[src/rtl/systolic_mac_pe.sv]
// rtl/systolic_mac_pe.sv - systolic-array MAC processing element with double-buffered weight
module systolic_mac_pe #(
    parameter int DATA_W  = 16,
    parameter int ACC_W   = 32,
    parameter int MUL_LEN = 2,
    parameter int ADD_LEN = 3
) (
    input  logic              clk,
    input  logic              rst,
    input  logic              stall,
    input  logic [DATA_W-1:0] weight_in,
    input  logic              weight_load,
    input  logic              weight_swap,
    output logic [DATA_W-1:0] weight_out,
    input  logic              in_valid,
    input  logic [DATA_W-1:0] in_value,
    input  logic [ACC_W-1:0]  in_accumulate,
    input  logic              acc_clear,
    output logic              out_pass_valid,
    output logic [DATA_W-1:0] out_pass,
    output logic              out_valid,
    output logic [ACC_W-1:0]  out_accumulate,
    output logic              busy
);

    localparam int PROD_W = 2 * DATA_W;
    localparam int LAT    = MUL_LEN + ADD_LEN;
    localparam int CNT_W  = $clog2(LAT + 1);

    logic [DATA_W-1:0]        weight_shadow;
    logic [DATA_W-1:0]        weight_active;

    logic                     accept;
    logic signed [PROD_W-1:0] value_ext;
    logic signed [PROD_W-1:0] weight_ext;
    logic signed [PROD_W-1:0] product_now;
    logic [ACC_W-1:0]         addend_now;
    logic [ACC_W-1:0]         prod_ext;

    // Multiply pipe carries the product plus the addend captured at accept
    logic                     mul_valid  [MUL_LEN];
    logic signed [PROD_W-1:0] mul_prod   [MUL_LEN];
    logic [ACC_W-1:0]         mul_addend [MUL_LEN];

    // Add pipe; its last stage is the south-facing output register
    logic                     add_valid  [ADD_LEN];
    logic [ACC_W-1:0]         add_sum    [ADD_LEN];

    logic [CNT_W-1:0]         count;
    logic [CNT_W-1:0]         count_next;

    assign accept      = in_valid & ~stall;
    assign value_ext   = {{DATA_W{in_value[DATA_W-1]}}, in_value};
    assign weight_ext  = {{DATA_W{weight_active[DATA_W-1]}}, weight_active};
    assign product_now = value_ext * weight_ext;
    assign addend_now  = acc_clear ? '0 : in_accumulate;

    // Sign-extend the full-width product onto the accumulate path
    assign prod_ext    = ACC_W'(mul_prod[MUL_LEN-1]);

    assign weight_out     = weight_shadow;
    assign out_valid      = add_valid[ADD_LEN-1];
    assign out_accumulate = add_sum[ADD_LEN-1];

    // Shadow/active weight pair; a swap always sees the shadow value from before this edge
    always_ff @(posedge clk) begin
        if (rst) begin
            weight_shadow <= '0;
            weight_active <= '0;
        end else if (!stall) begin
            if (weight_load) begin
                weight_shadow <= weight_in;
            end
            if (weight_swap) begin
                weight_active <= weight_shadow;
            end
        end
    end

    // West-to-east activation pass-through; data only moves with a valid beat
    always_ff @(posedge clk) begin
        if (rst) begin
            out_pass_valid <= 1'b0;
            out_pass       <= '0;
        end else if (!stall) begin
            out_pass_valid <= in_valid;
            if (in_valid) begin
                out_pass <= in_value;
            end
        end
    end

    // Multiply pipeline: stage 0 multiplies with the pre-swap active weight
    always_ff @(posedge clk) begin
        if (rst) begin
            for (int i = 0; i < MUL_LEN; i++) begin
                mul_valid[i]  <= 1'b0;
                mul_prod[i]   <= '0;
                mul_addend[i] <= '0;
            end
        end else if (!stall) begin
            mul_valid[0] <= in_valid;
            if (in_valid) begin
                mul_prod[0]   <= product_now;
                mul_addend[0] <= addend_now;
            end
            for (int i = 1; i < MUL_LEN; i++) begin
                mul_valid[i] <= mul_valid[i-1];
                if (mul_valid[i-1]) begin
                    mul_prod[i]   <= mul_prod[i-1];
                    mul_addend[i] <= mul_addend[i-1];
                end
            end
        end
    end

    // Add pipeline: wrapping sum, data held when no valid beat so the output keeps the last result
    always_ff @(posedge clk) begin
        if (rst) begin
            for (int i = 0; i < ADD_LEN; i++) begin
                add_valid[i] <= 1'b0;
                add_sum[i]   <= '0;
            end
        end else if (!stall) begin
            add_valid[0] <= mul_valid[MUL_LEN-1];
            if (mul_valid[MUL_LEN-1]) begin
                add_sum[0] <= prod_ext + mul_addend[MUL_LEN-1];
            end
            for (int i = 1; i < ADD_LEN; i++) begin
                add_valid[i] <= add_valid[i-1];
                if (add_valid[i-1]) begin
                    add_sum[i] <= add_sum[i-1];
                end
            end
        end
    end

    // Next occupancy: an op entering and one leaving in the same cycle cancel out
    always_comb begin
        count_next = count;
        if (accept && !out_valid) begin
            count_next = count + CNT_W'(1);
        end else if (!accept && out_valid) begin
            count_next = count - CNT_W'(1);
        end
    end

    // Occupancy counter and registered busy flag
    always_ff @(posedge clk) begin
        if (rst) begin
            count <= '0;
            busy  <= 1'b0;
        end else if (!stall) begin
            count <= count_next;
            busy  <= (count_next != '0);
        end
    end

endmodule

[config.mk]
export PLATFORM = sky130hd
export DESIGN_NAME = systolic_mac_pe
export DESIGN_NICKNAME = d
export VERILOG_FILES = /design/src/rtl/systolic_mac_pe.sv
export SDC_FILE = /design/constraint.sdc
export NUM_CORES = 1
export LEC_CHECK = 0
export BUFFER_PORTS_ARGS = -buffer_cell sky130_fd_sc_hd__buf_2
export CAP_MARGIN = 25
export CORE_MARGIN = 2
export CORE_UTILIZATION = 49
export CTS_CLUSTER_SIZE = 14
export DETAILED_ROUTE_END_ITERATION = 8
export MAX_ROUTING_LAYER = met4
export PLACE_DENSITY = 0.67
export SLEW_MARGIN = 20
export SYNTH_ARGS = -nofsm -noshare
export SYNTH_HDL_FRONTEND = slang
export SYNTH_SLANG_ARGS = --single-unit
[constraint.sdc]
create_clock -name clk -period 16.6 [get_ports clk]
set_clock_uncertainty 0.15 [all_clocks]
set_input_delay 3.32 -clock clk [delete_from_list [all_inputs] [get_ports clk]]
set_output_delay 3.32 -clock clk [all_outputs]
set_load 0.01 [all_outputs]
; ---- Yosys cells after proc, flatten, opt, wreduce, memory -nomap -nowiden
; Memories as Yosys holds them, arrays and structs flattened.
; Index checks and enable logic that the tools add are counted.
[op_classes]
n_addsub = 3
n_mul = 1
mux = 40
n_bitwise = 14
n_reduce_logical = 8
[ops]
columns = op, n
row1 = $mux W32, 8
row2 = $add A32 B32 Y32, 1
row3 = $mul A16 B16 Y32, 1
row4 = $mux W1, 30
row5 = $or A1 B1 Y1, 12
row6 = $mux W3, 2
row7 = $reduce_and A2 Y1, 3
row8 = $add A3 B1 Y3 const B, 1
row9 = $reduce_bool A3 Y1, 1
row10 = $sub A3 B1 Y3 const B, 1
row11 = $logic_and A1 B1 Y1, 2
row12 = $logic_not A1 Y1, 2
row13 = $and A1 B1 Y1, 1
row14 = $not A1 Y1, 1
[totals]
register_bits = 53
ramBits = 229
in_bits = 71
out_inout_bits = 67
word_cells = 77
mem_count = 5
[mem_list]
columns = name, words, width, read_ports, rd_clocked_by_memory_dff, write_ports, line_no
row1 = add_sum, 3, 32, 3, 0, 3, 47  ; logic [ACC_W-1:0] add_sum [ADD_LEN];
row2 = mul_addend, 2, 32, 2, 0, 2, 43  ; logic [ACC_W-1:0] mul_addend [MUL_LEN];
row3 = mul_prod, 2, 32, 2, 0, 2, 42  ; logic signed [PROD_W-1:0] mul_prod [MUL_LEN];
row4 = add_valid, 3, 1, 3, 0, 3, 46  ; logic add_valid [ADD_LEN];
row5 = mul_valid, 2, 1, 2, 0, 2, 41  ; logic mul_valid [MUL_LEN];

; ---- Logic depth before layout (Yosys ltp)
; Gate-level depths: netlist of the first run.
[logic_depth]
ltp_word = 7
depth_mapped = 26
depth_no_buf = 24

; ---- Worst setup path before layout of the first run
; Ideal clock, no wire load.
[synth_path]
path_kind = input-to-reg
startpoint = input in_value[15]
endpoint = memory mul_prod[0][31] (netlist bit) (data pin)
setup_time_ns = 0.266
arrival_ns = 8.737
setup_slack_ns = 7.447
stages = 21
path_buffers = 1
path_cell_list = clkbuf_1 > nand2_1 > inv_1 > fa_1 > fa_1 > fa_1 > fa_1 > fa_1 > inv_1 > fa_1 > inv_1 > ha_1 > o21ai_0 > nand2b_1 > a31oi_1 > nand2_1 > a211oi_2 > o21ai_2 > a41oi_2 > xnor2_1 > nor2_1
[synth_rtl]
columns = item, line_no
row1 = from (decl), 16  ; input logic [DATA_W-1:0] in_value,
row2 = to (decl), 42

==> reports/qor.csv, run 1 <==
metric;value;unit
fin_nets;2594;
synth_top_flop_cell;edfxtp_1;
drt-total-wl;42200;um
rows;77;
synth_top_area_cell;edfxtp_1;
highest_layer;met4;
reg2reg_slack;9810;ps
dr_wl_met3;2510;um
dieArea;0.0464;mm2
grt_usage;0.194;
max-slew-margin-rel;0.349;
tightest_slew;975;ps
syn_to_final_growth;8.54;%
cts_tree;built;
multi_input_area;0.0123;mm2
worstPathRequired;16760;ps
syn_avg_cell_area;10.5;um2
synth.distinct_cells;71;
port_buffers;137;
grt_pass1_vias;14400;
crit_arrival;9240;ps
start_kind;input pin;
hold_class;register to register;
io_pins;138;
detail_route.wl_per_cell;15.3;um
cp-end-kind;register;
syn_area;0.0219;mm2
dp_cells;2706;
hold_viol;0;
cts-root-buf;clkbuf_16;
rr_worst_depth;19;
fin_util;0.538;
drive_above_1_share;0.0997;
crit_type;input pin to register;
min_period;9080;ps
fmax;0.110;GHz
maxCapViolations;0;
antennaDiodeCount;0;
start_util;0.496;
clk_pin_slew_worst_paths;60;ps
insertion_delay;570;ps
coreArea;0.0442;mm2
drc;0;
seq_area_frac_synth;0.362;
status;completed;
slew_violations;0;
antenna_found_initial;0;
syn_inst;2080;
p_leak;10.8;nW
overflow;0;
wl_met1;19200;um
cts_made_buffers;29;
power_density;70.5;mW/mm2
synth_edf_count;229;
post-dp-hpwl;32500;um
synthArstFlopShare;0;
dr_wl_met2;19400;um
place_congestion;0.916;
cts.repair.resized;0;
grt_pass1_wl;71300;um
r2r_end;mul_prod[0][27];
finalSetupTns;0;ps
cts-hold-fix-buffers;0;
vias;13800;
final_cell_count_no_fill;2758;
htree_levels;1;
final_antenna_net_count;0;
rsz0062_at_grt;no;
period_share;0.547;
die_h;215;um
ir_drop;0.0799;mV
cp_max_fo;17;
synth_top_area_share;0.314;
crit_path_start;in_value[15];
synth_seq_cells;282;
vias_per_cell;5.00;
die_w;215;um
post-cts-setup-buffer-count;0;
synth_nets;2529;
nFillCells;3855;
power;1.68;mW
drtIter0Drc;671;
grt_start_max_net_pins;76;
crit_path_end;mul_prod[0][27];
setup-violations-final;0;
r2r-start;weight_active[2];
clk_path_buf_depth;3;
drtPass1Iterations;5;
regArea;0.00794;mm2
cts.sinks;282;
yosys-top-cells-area;edfxtp_1 (31%), fa_1 (24%), ha_1 (6.6%), and2_1 (6.5%), inv_1 (5.4%);
ys_warn_count;0;
[placed cells by master, fill, tap and decap left out, drive strengths merged, types with 3 or more instances in the layout]
master    n
nor2b    77
nor2     87
buf     149
ha      115
or2       8
clkbuf   35
nand3     9
a31oi     6
o21ai    29
nor3b     6
edfxtp  229
a311oi    3
nand2b   17
o21bai    3
a21oi    97
a211oi   11
and3      8
clkinv   11
nand4     3
o211ai    6
o21a      7
inv     317
nand2   248
nand4b    3
dfxtp    53
xnor2    33
o31ai     6
fa      263
and2    227
nor3     19
a21o     23
a31o      3
xor2     17
[worst min-delay path by stage]
| stage | from | to | slack, ps | cells after the start |
|---|---|---|---|---|
| final | out_pass_valid | out_pass_valid | 300 | 2 |
| after global routing | out_pass[7] | out_pass[7] | 330 | 2 |
| after CTS | out_pass_valid | out_pass_valid | 300 | 2 |
| after detailed placement | out_pass_valid | out_pass_valid | 290 | 2 |
| after global placement | out_pass_valid | out_pass_valid | 290 | 2 |
| after floorplan | out_pass_valid | out_pass_valid | 320 | 2 |
[report_power, final]
group	switching [mW]	total [mW]	internal [mW]
combinational	0.144	0.237	0.0930
sequential	0.0161	0.828	0.812
clock	0.261	0.612	0.352
total	0.421	1.68	1.26
[registers in the layout, summed over array words and instances (netlist names)]
register	count
mul_valid	2
count	3
add_sum	96
weight_out	16
busy	1
weight_active	16
mul_addend	64
out_pass_valid	1
out_pass	16
mul_prod	64
add_valid	3
[cell families (layout without fill, tap and decap cells)]
group	Yosys count	in the layout	synth area share
and+or+nand+nor	722	722	0.168
AOI/OAI and AO/OA	218	218	0.0641
adders and majority gates	378	378	0.306
DFF	282	282	0.362
xor gates and xnor gates	50	50	0.0200
buffers and inverters	430	516	0.0795
[metrics by stage]
step | setup slack (ps) | hold slack (ps) | cell area (um2)
after floorplan | 7450 | 323 | 21900
after global placement | 7110 | 286 | 22900
after detailed placement | 6940 | 293 | 22900
after CTS | 7560 | 302 | 23800
after global routing | 7180 | 327 | 23800
final | 7520 | 298 | 23800
[metal layers]
layer,vias to the layer above,GRT usage
li1,6704,-
met1,6627,0.258
met2,384,0.312
met3,87,0.0288
met4,0,0.0584
met5,-,-
[synth_stat cells (all sizes together), types with 7 or more instances]
cell type  number
a211oi         11
a21o           23
a21oi          97
and2          227
and3            8
buf            34
clkbuf         81
dfxtp          53
edfxtp        229
fa            263
ha            115
inv           315
nand2         248
nand2b         17
nand3           9
nor2           87
nor2b          77
nor3           19
o21a            7
o21ai          29
or2             8
xnor2          33
xor2           17
[worst max-delay path, cell delays in order]
cell	delay, ps
buf_2	280
and2_1	220
inv_1	70
fa_1	540
inv_1	70
fa_1	770
fa_1	520
fa_1	510
fa_1	490
inv_1	50
fa_1	470
inv_1	40
ha_1	350
o21ai_0	180
nand2b_1	130
a31oi_1	230
nand2_1	140
a211oi_2	330
o21bai_1	120
a21oi_1	180
xor2_1	160
nor2_1	50
[final cells by class]
type	instances	share of cell area
Clock inverter	17	0.00621
Sequential cell	282	0.334
Tap cell	592	0.0311
Inverter	315	0.0497
Clock buffer	35	0.0315
Multi-Input combinational cell	1368	0.515
Timing Repair Buffer	149	0.0329
No activity file was read; power rests on OpenSTA's default activity.
==> inputs of run 2 (changes only) <==
==> constraint.sdc (replaced) <==
create_clock -name clk -period 8.94 [get_ports clk]
set_clock_uncertainty 0.15 [all_clocks]
set_input_delay 1.788 -clock clk [delete_from_list [all_inputs] [get_ports clk]]
set_output_delay 1.788 -clock clk [all_outputs]
set_load 0.01 [all_outputs]
==> reports/qor.csv, run 2 (same netlist as run 1, synthesis figures left out) <==
metric;value;unit;change
pre_cts_slack;765;ps;-6180 ps
p_leak;10.8;nW;+0.20%
regMostFlops;add_sum;;
power_density;132;mW/mm2;+87%
post-cts-setup-buffer-count;0;;unchanged
combPwrFrac;0.140;;about the same
final_cell_count_no_fill;2760;;+0.073%
dp_cells;2706;;unchanged
crit_type;input pin to register;;
place_congestion;0.916;;about the same
worstPathRequired;9100;ps;-7660 ps
final_cell_mix;inv_1 (315), fa_1 (263), nand2_1 (248), edfxtp_1 (229), and2_1 (227);;
die_w;215;um;unchanged
start_util;0.496;;unchanged
drive_above_1_share;0.103;;+0.00314
status;completed;;
post-dp-hpwl;32300;um;-0.56%
final_common_cell;inv_1;;
drtIter0Drc;634;;-5.5%
hold_viol;0;;unchanged
io_pins;138;;unchanged
seqPwrFrac;0.488;;-0.006
min_period;7560;ps;
drtPass1Iterations;8;;+3
cts-hold-fix-buffers;0;;unchanged
period_share;0.846;;
r2r-start;weight_active[5];;
antennaDiodeCount;0;;unchanged
cp-end-kind;register;;
max-slew-margin-rel;0.326;;-0.0225
finalSetupTns;0;ps;unchanged
coreArea;0.0442;mm2;unchanged
syn_to_final_growth;8.76;%;
grt_pass1_vias;14200;;-1.4%
reg_top3;add_sum (96), mul_addend (64), mul_prod (64);;
cts-root-buf;clkbuf_16;;
antenna_found_initial;0;;unchanged
multi_input_area;0.0123;mm2;unchanged
dieArea;0.0464;mm2;unchanged
crit_arrival;7720;ps;-1520 ps
drt-total-wl;42100;um;-0.21%
drc;0;;unchanged
place_area;0.0229;mm2;unchanged
slew_violations;0;;unchanged
grt_start_max_net_pins;76;;unchanged
switching_share;0.257;;+0.00630
final_antenna_net_count;0;;unchanged
hold_depth;2;;unchanged
internal_power;2.34;mW;+86%
port_buffers;137;;unchanged
r2r_end;mul_prod[0][31];;
finish.instance_area;0.0238;mm2;+0.20%
min_to;out_pass_valid;;
vias;13800;;-0.0072%
detail_route.wl_per_cell;15.3;um;-0.28%
overflow;0;;unchanged
cts_made_buffers;29;;unchanged
setup-violations-final;0;;unchanged
largest_reg_flops;96;;unchanged
rsz0062_at_grt;no;;
hold_class;register to register;;
regArea;0.00794;mm2;unchanged
ir_drop;0.134;mV;+68%
rows;77;;unchanged
clk_path_buf_depth;3;;unchanged
worst_slack;1380;ps;-6140 ps
grt_pass1_wl;70400;um;-1.3%
nFillCells;3837;;-0.47%
rr_worst_depth;21;;+2
reg2reg_slack;2100;ps;-7710 ps
tightest_slew;1010;ps;+33.7 ps
insertion_delay;570;ps;about the same
start_kind;input pin;;
die_h;215;um;unchanged
cp_max_fo;17;;unchanged
cts.sinks;282;;unchanged
fin_util;0.539;;+0.00107
cts.repair.resized;0;;unchanged
grt_usage;0.191;;-0.00355
hp-start;out_pass_valid;;
fmax;0.132;GHz;
maxCapViolations;0;;unchanged
htree_levels;1;;unchanged
clk_pin_slew_worst_paths;70;ps;about the same
power_frac_clock;0.372;;+0.007
vias_per_cell;5.00;;about the same
cts_tree;built;;
netSwitchingPower;0.810;mW;+92%
fin_nets;2595;;+0.039%
## run 2: changes by cell type in the layout (fill, tap and decap cells not counted), sizes merged
cell      before  now
clkbuf        35   32
clkinvlp       2    4
buf          149  150
clkinv        11   12
inv          317  318
## run 2: final cells by class
| cell class | count | share of cell area |
|---|---|---|
| clock inverters | 21 | 0.00793 |
| multi-input cells | 1368 | 0.514 |
| clock buffers | 32 | 0.0309 |
| well taps | 592 | 0.0311 |
| inverters | 315 | 0.0496 |
| flip-flops and latches | 282 | 0.333 |
| repair buffers | 150 | 0.0335 |
## run 2: stage by stage
step	hold WS, ps	power [mW]
after global routing	325	3.30
final	297	3.15
after CTS	300	3.18
after detailed placement	290	2.00
after global placement	286	1.99
after floorplan	323	1.89
## run 2: worst max-delay path by stage
| stage | start | to | slack (ps) |
|---|---|---|---|
| after floorplan | in_value[15] | mul_prod[0][31] | 1320 |
| final | in_value[15] | mul_prod[0][31] | 1380 |
| after global placement | in_value[15] | mul_prod[0][31] | 990 |
| after global routing | in_value[15] | mul_prod[0][31] | 1080 |
| after detailed placement | in_value[15] | mul_prod[0][31] | 770 |
| after CTS | in_value[15] | mul_prod[0][31] | 1380 |
## run 2: power by group through the flow
stage               registers, mW  clock network, mW  logic [mW]
floorplan                    1.56                  0       0.331
global placement             1.56                  0       0.426
detailed placement           1.56                  0       0.439
CTS                          1.54               1.21       0.441
global route                 1.55               1.26       0.498
finish                       1.54               1.17       0.440
## run 2: worst max-delay path, cell delays in order
cell and delay (ps):
buf_2 270, and2_1 210, inv_1 70, fa_1 540
inv_1 70, fa_1 770, fa_1 530, fa_1 520
fa_1 490, inv_1 50, fa_1 470, inv_1 40
ha_1 350, o21ai_0 180, nand2b_1 130, a31oi_1 230
nand2_1 130, a211oi_2 340, o21ai_2 140, a41oi_2 200
xnor2_1 130, nor2_1 50
## run 2: per-layer routing
metal | global-route usage | vias to the layer above | wire (um)
met5 | - | - | 0
met4 | 0.0517 | 0 | 1030
met3 | 0.0233 | 96 | 2080
met2 | 0.307 | 391 | 19300
met1 | 0.258 | 6603 | 19700
li1 | - | 6711 | -
==> inputs of run 3 (changes only) <==
--- a/config.mk
+++ b/config.mk
@@ -12,7 +12,7 @@
 export CTS_CLUSTER_SIZE = 14
 export DETAILED_ROUTE_END_ITERATION = 8
 export MAX_ROUTING_LAYER = met4
-export PLACE_DENSITY = 0.67
+export PLACE_DENSITY = 0.69
 export SLEW_MARGIN = 20
 export SYNTH_ARGS = -nofsm -noshare
 export SYNTH_HDL_FRONTEND = slang
==> constraint.sdc (replaced) <==
create_clock -name clk -period 6.4 [get_ports clk]
set_clock_uncertainty 0.15 [all_clocks]
set_input_delay 1.28 -clock clk [delete_from_list [all_inputs] [get_ports clk]]
set_output_delay 1.28 -clock clk [all_outputs]
set_load 0.01 [all_outputs]
==> reports/qor.csv, run 3 (same netlist as run 1, synthesis figures left out) <==
metric;value;unit;change
worstPathRequired;6540;ps;-2560 ps
die_w;215;um;unchanged
cts-root-buf;clkbuf_16;;
crit_path_cell_trace;buf_4 > and2_4 > fa_1 > inv_1 > fa_1 > fa_1 > inv_1 > fa_1 > fa_1 > inv_1 > fa_1 > inv_2 > ha_4 > a21o_1 > a21oi_2 > o21ai_2 > nor2_2 > a2bb2oi_2 > a31oi_2 > a31oi_2 > xor2_1 > nor2_1;;
critical_path.most_common_cell;fa_1;;
max-slew-margin-rel;0.375;;+0.0487
start_kind;input pin;;
crit_arrival;6490;ps;-1230 ps
drtIter0Drc;659;;+3.9%
hold_class;register to register;;
netSwitchingPower;1.14;mW;+40%
post-dp-hpwl;35000;um;+8.5%
dieArea;0.0464;mm2;unchanged
power_frac_clock;0.372;;about the same
grt_pass1_wl;74100;um;+5.3%
drive_above_1_share;0.189;;+0.0863
nFillCells;3716;;-3.2%
hold_depth;2;;unchanged
drtPass1Iterations;6;;-2
cts.sinks;282;;unchanged
final_common_cell;inv_1;;
seqPwrFrac;0.474;;-0.014
final_antenna_net_count;0;;unchanged
tightest_slew;936;ps;-73.0 ps
maxCapViolations;0;;unchanged
path_delay_family;adder cells;;
switching_share;0.251;;-0.00609
status;completed;;
drt-total-wl;44200;um;+4.9%
crit_type;input pin to register;;
htree_levels;1;;unchanged
start_util;0.496;;unchanged
cp_max_fo;5;;-12
reg_top3;add_sum (96), mul_addend (64), mul_prod (64);;
multi_input_area;0.0125;mm2;+2.3%
cp-end-kind;register;;
cts_made_buffers;30;;+3.4%
cts_tree;built;;
hold_viol;0;;unchanged
finalSetupTns;0;ps;unchanged
syn_to_final_growth;15.8;%;
worstSetupPathDepth;22;;unchanged
slowest_delay;570;ps;-200 ps
internal_power;3.39;mW;+45%
insertion_delay;570;ps;about the same
antennaDiodeCount;0;;unchanged
fin_nets;2741;;+5.6%
power_density;179;mW/mm2;+35%
min_period;6340;ps;
detail_route.wl_per_cell;15.2;um;-0.41%
rr_worst_depth;20;;-4.8%
antenna_found_initial;0;;unchanged
vias_per_cell;4.97;;-0.68%
largest_reg_flops;96;;unchanged
place_congestion;0.909;;-0.70%
rsz0062_at_grt;yes;;
regArea;0.00794;mm2;about the same
grt_pass1_vias;15000;;+5.6%
drc;0;;unchanged
crit_buf_inv;5;;unchanged
coreArea;0.0442;mm2;unchanged
rows;77;;unchanged
io_pins;138;;unchanged
die_h;215;um;unchanged
grt_usage;0.201;;+0.0103
combPwrFrac;0.154;;+0.014
p_leak;11.6;nW;+7.4%
port_buffers;137;;unchanged
fmax;0.158;GHz;
grt_start_max_net_pins;76;;unchanged
ir_drop;0.202;mV;+51%
cts-hold-fix-buffers;0;;unchanged
regMostFlops;add_sum;;
period_share;0.991;;
clk_pin_slew_worst_paths;60;ps;about the same
vias;14400;;+4.6%
crit_path_top_delay_cell;fa_1;;
slew_violations;0;;unchanged
setup-violations-final;0;;unchanged
final_cell_mix;inv_1 (303), fa_1 (249), nand2_1 (240), edfxtp_1 (229), and2_1 (222);;
clk_path_buf_depth;3;;unchanged
timing.hold.ws;304;ps;+6.69 ps
overflow;0;;unchanged
[run 3: layout make-up]
type | instances | share of cell area
multi-input combinational | 1368 | 0.494
sequential | 282 | 0.313
timing repair buffer | 295 | 0.0785
inverter | 315 | 0.0467
clock buffer | 39 | 0.0322
clock inverter | 16 | 0.00641
tap | 592 | 0.0292
[run 3: worst paths after layout]
| check | start | to | slack (ps) |
|---|---|---|---|
| worst min register to register | weight_active[7] | weight_active[7] | 300 |
| worst min-delay path | weight_active[7] | weight_active[7] | 300 |
| worst max-delay path | in_value[10] | mul_prod[0][30] | 60 |
| worst max register to register | weight_active[8] | mul_prod[0][30] | 90 |
[run 3: power groups by stage]
stage,sequential (mW),clock (mW),combinational (mW)
2_1_floorplan,2.17,0,0.480
3_3_place_gp,2.18,0,0.664
3_5_place_dp,2.18,0,0.685
4_1_cts,2.15,1.73,0.690
5_1_grt,2.16,1.79,0.788
6_report,2.15,1.68,0.700
[run 3: routing by layer]
metal	wire length, um	vias up	GRT usage
li1	-	7004	-
met1	19500	6996	0.255
met2	21600	340	0.346
met3	1980	97	0.0238
met4	1080	0	0.0480
met5	0	-	-
[run 3: through the flow]
stage | power (mW) | util | std cells | worst slack (ps) | cell area (um2)
floorplan | 2.65 | - | 2080 | -267 | 22200
global placement | 2.85 | 0.545 | 2844 | -529 | 24100
detailed placement | 2.87 | 0.545 | 2845 | -635 | 24100
CTS | 4.57 | 0.568 | 2900 | 36.1 | 25100
global route | 4.73 | 0.574 | 2907 | -140 | 25400
finish | 4.53 | 0.574 | 2907 | 58.1 | 25400
[run 3: repair_timing]
| action | in CTS | in global routing |
|---|---|---|
| buffers inserted | 0 | 5 |
| pin swaps | 0 | 30 |
| endpoints found under the setup margin | 1 | 13 |
| gates cloned | 0 | 2 |
| resized for setup | 1 | 68 |
[run 3: worst reg2reg max path, delay by kind of cell (launching register included)]
kind                     cells  cell delay [ps]
adder cells (fa/ha/maj)      7             3380
AO/OA/AOI/OAI                6             1090
flip-flops                   1              750
buffers and inverters        4              400
XOR/XNOR                     1              160
AND/OR/NAND/NOR              2              130
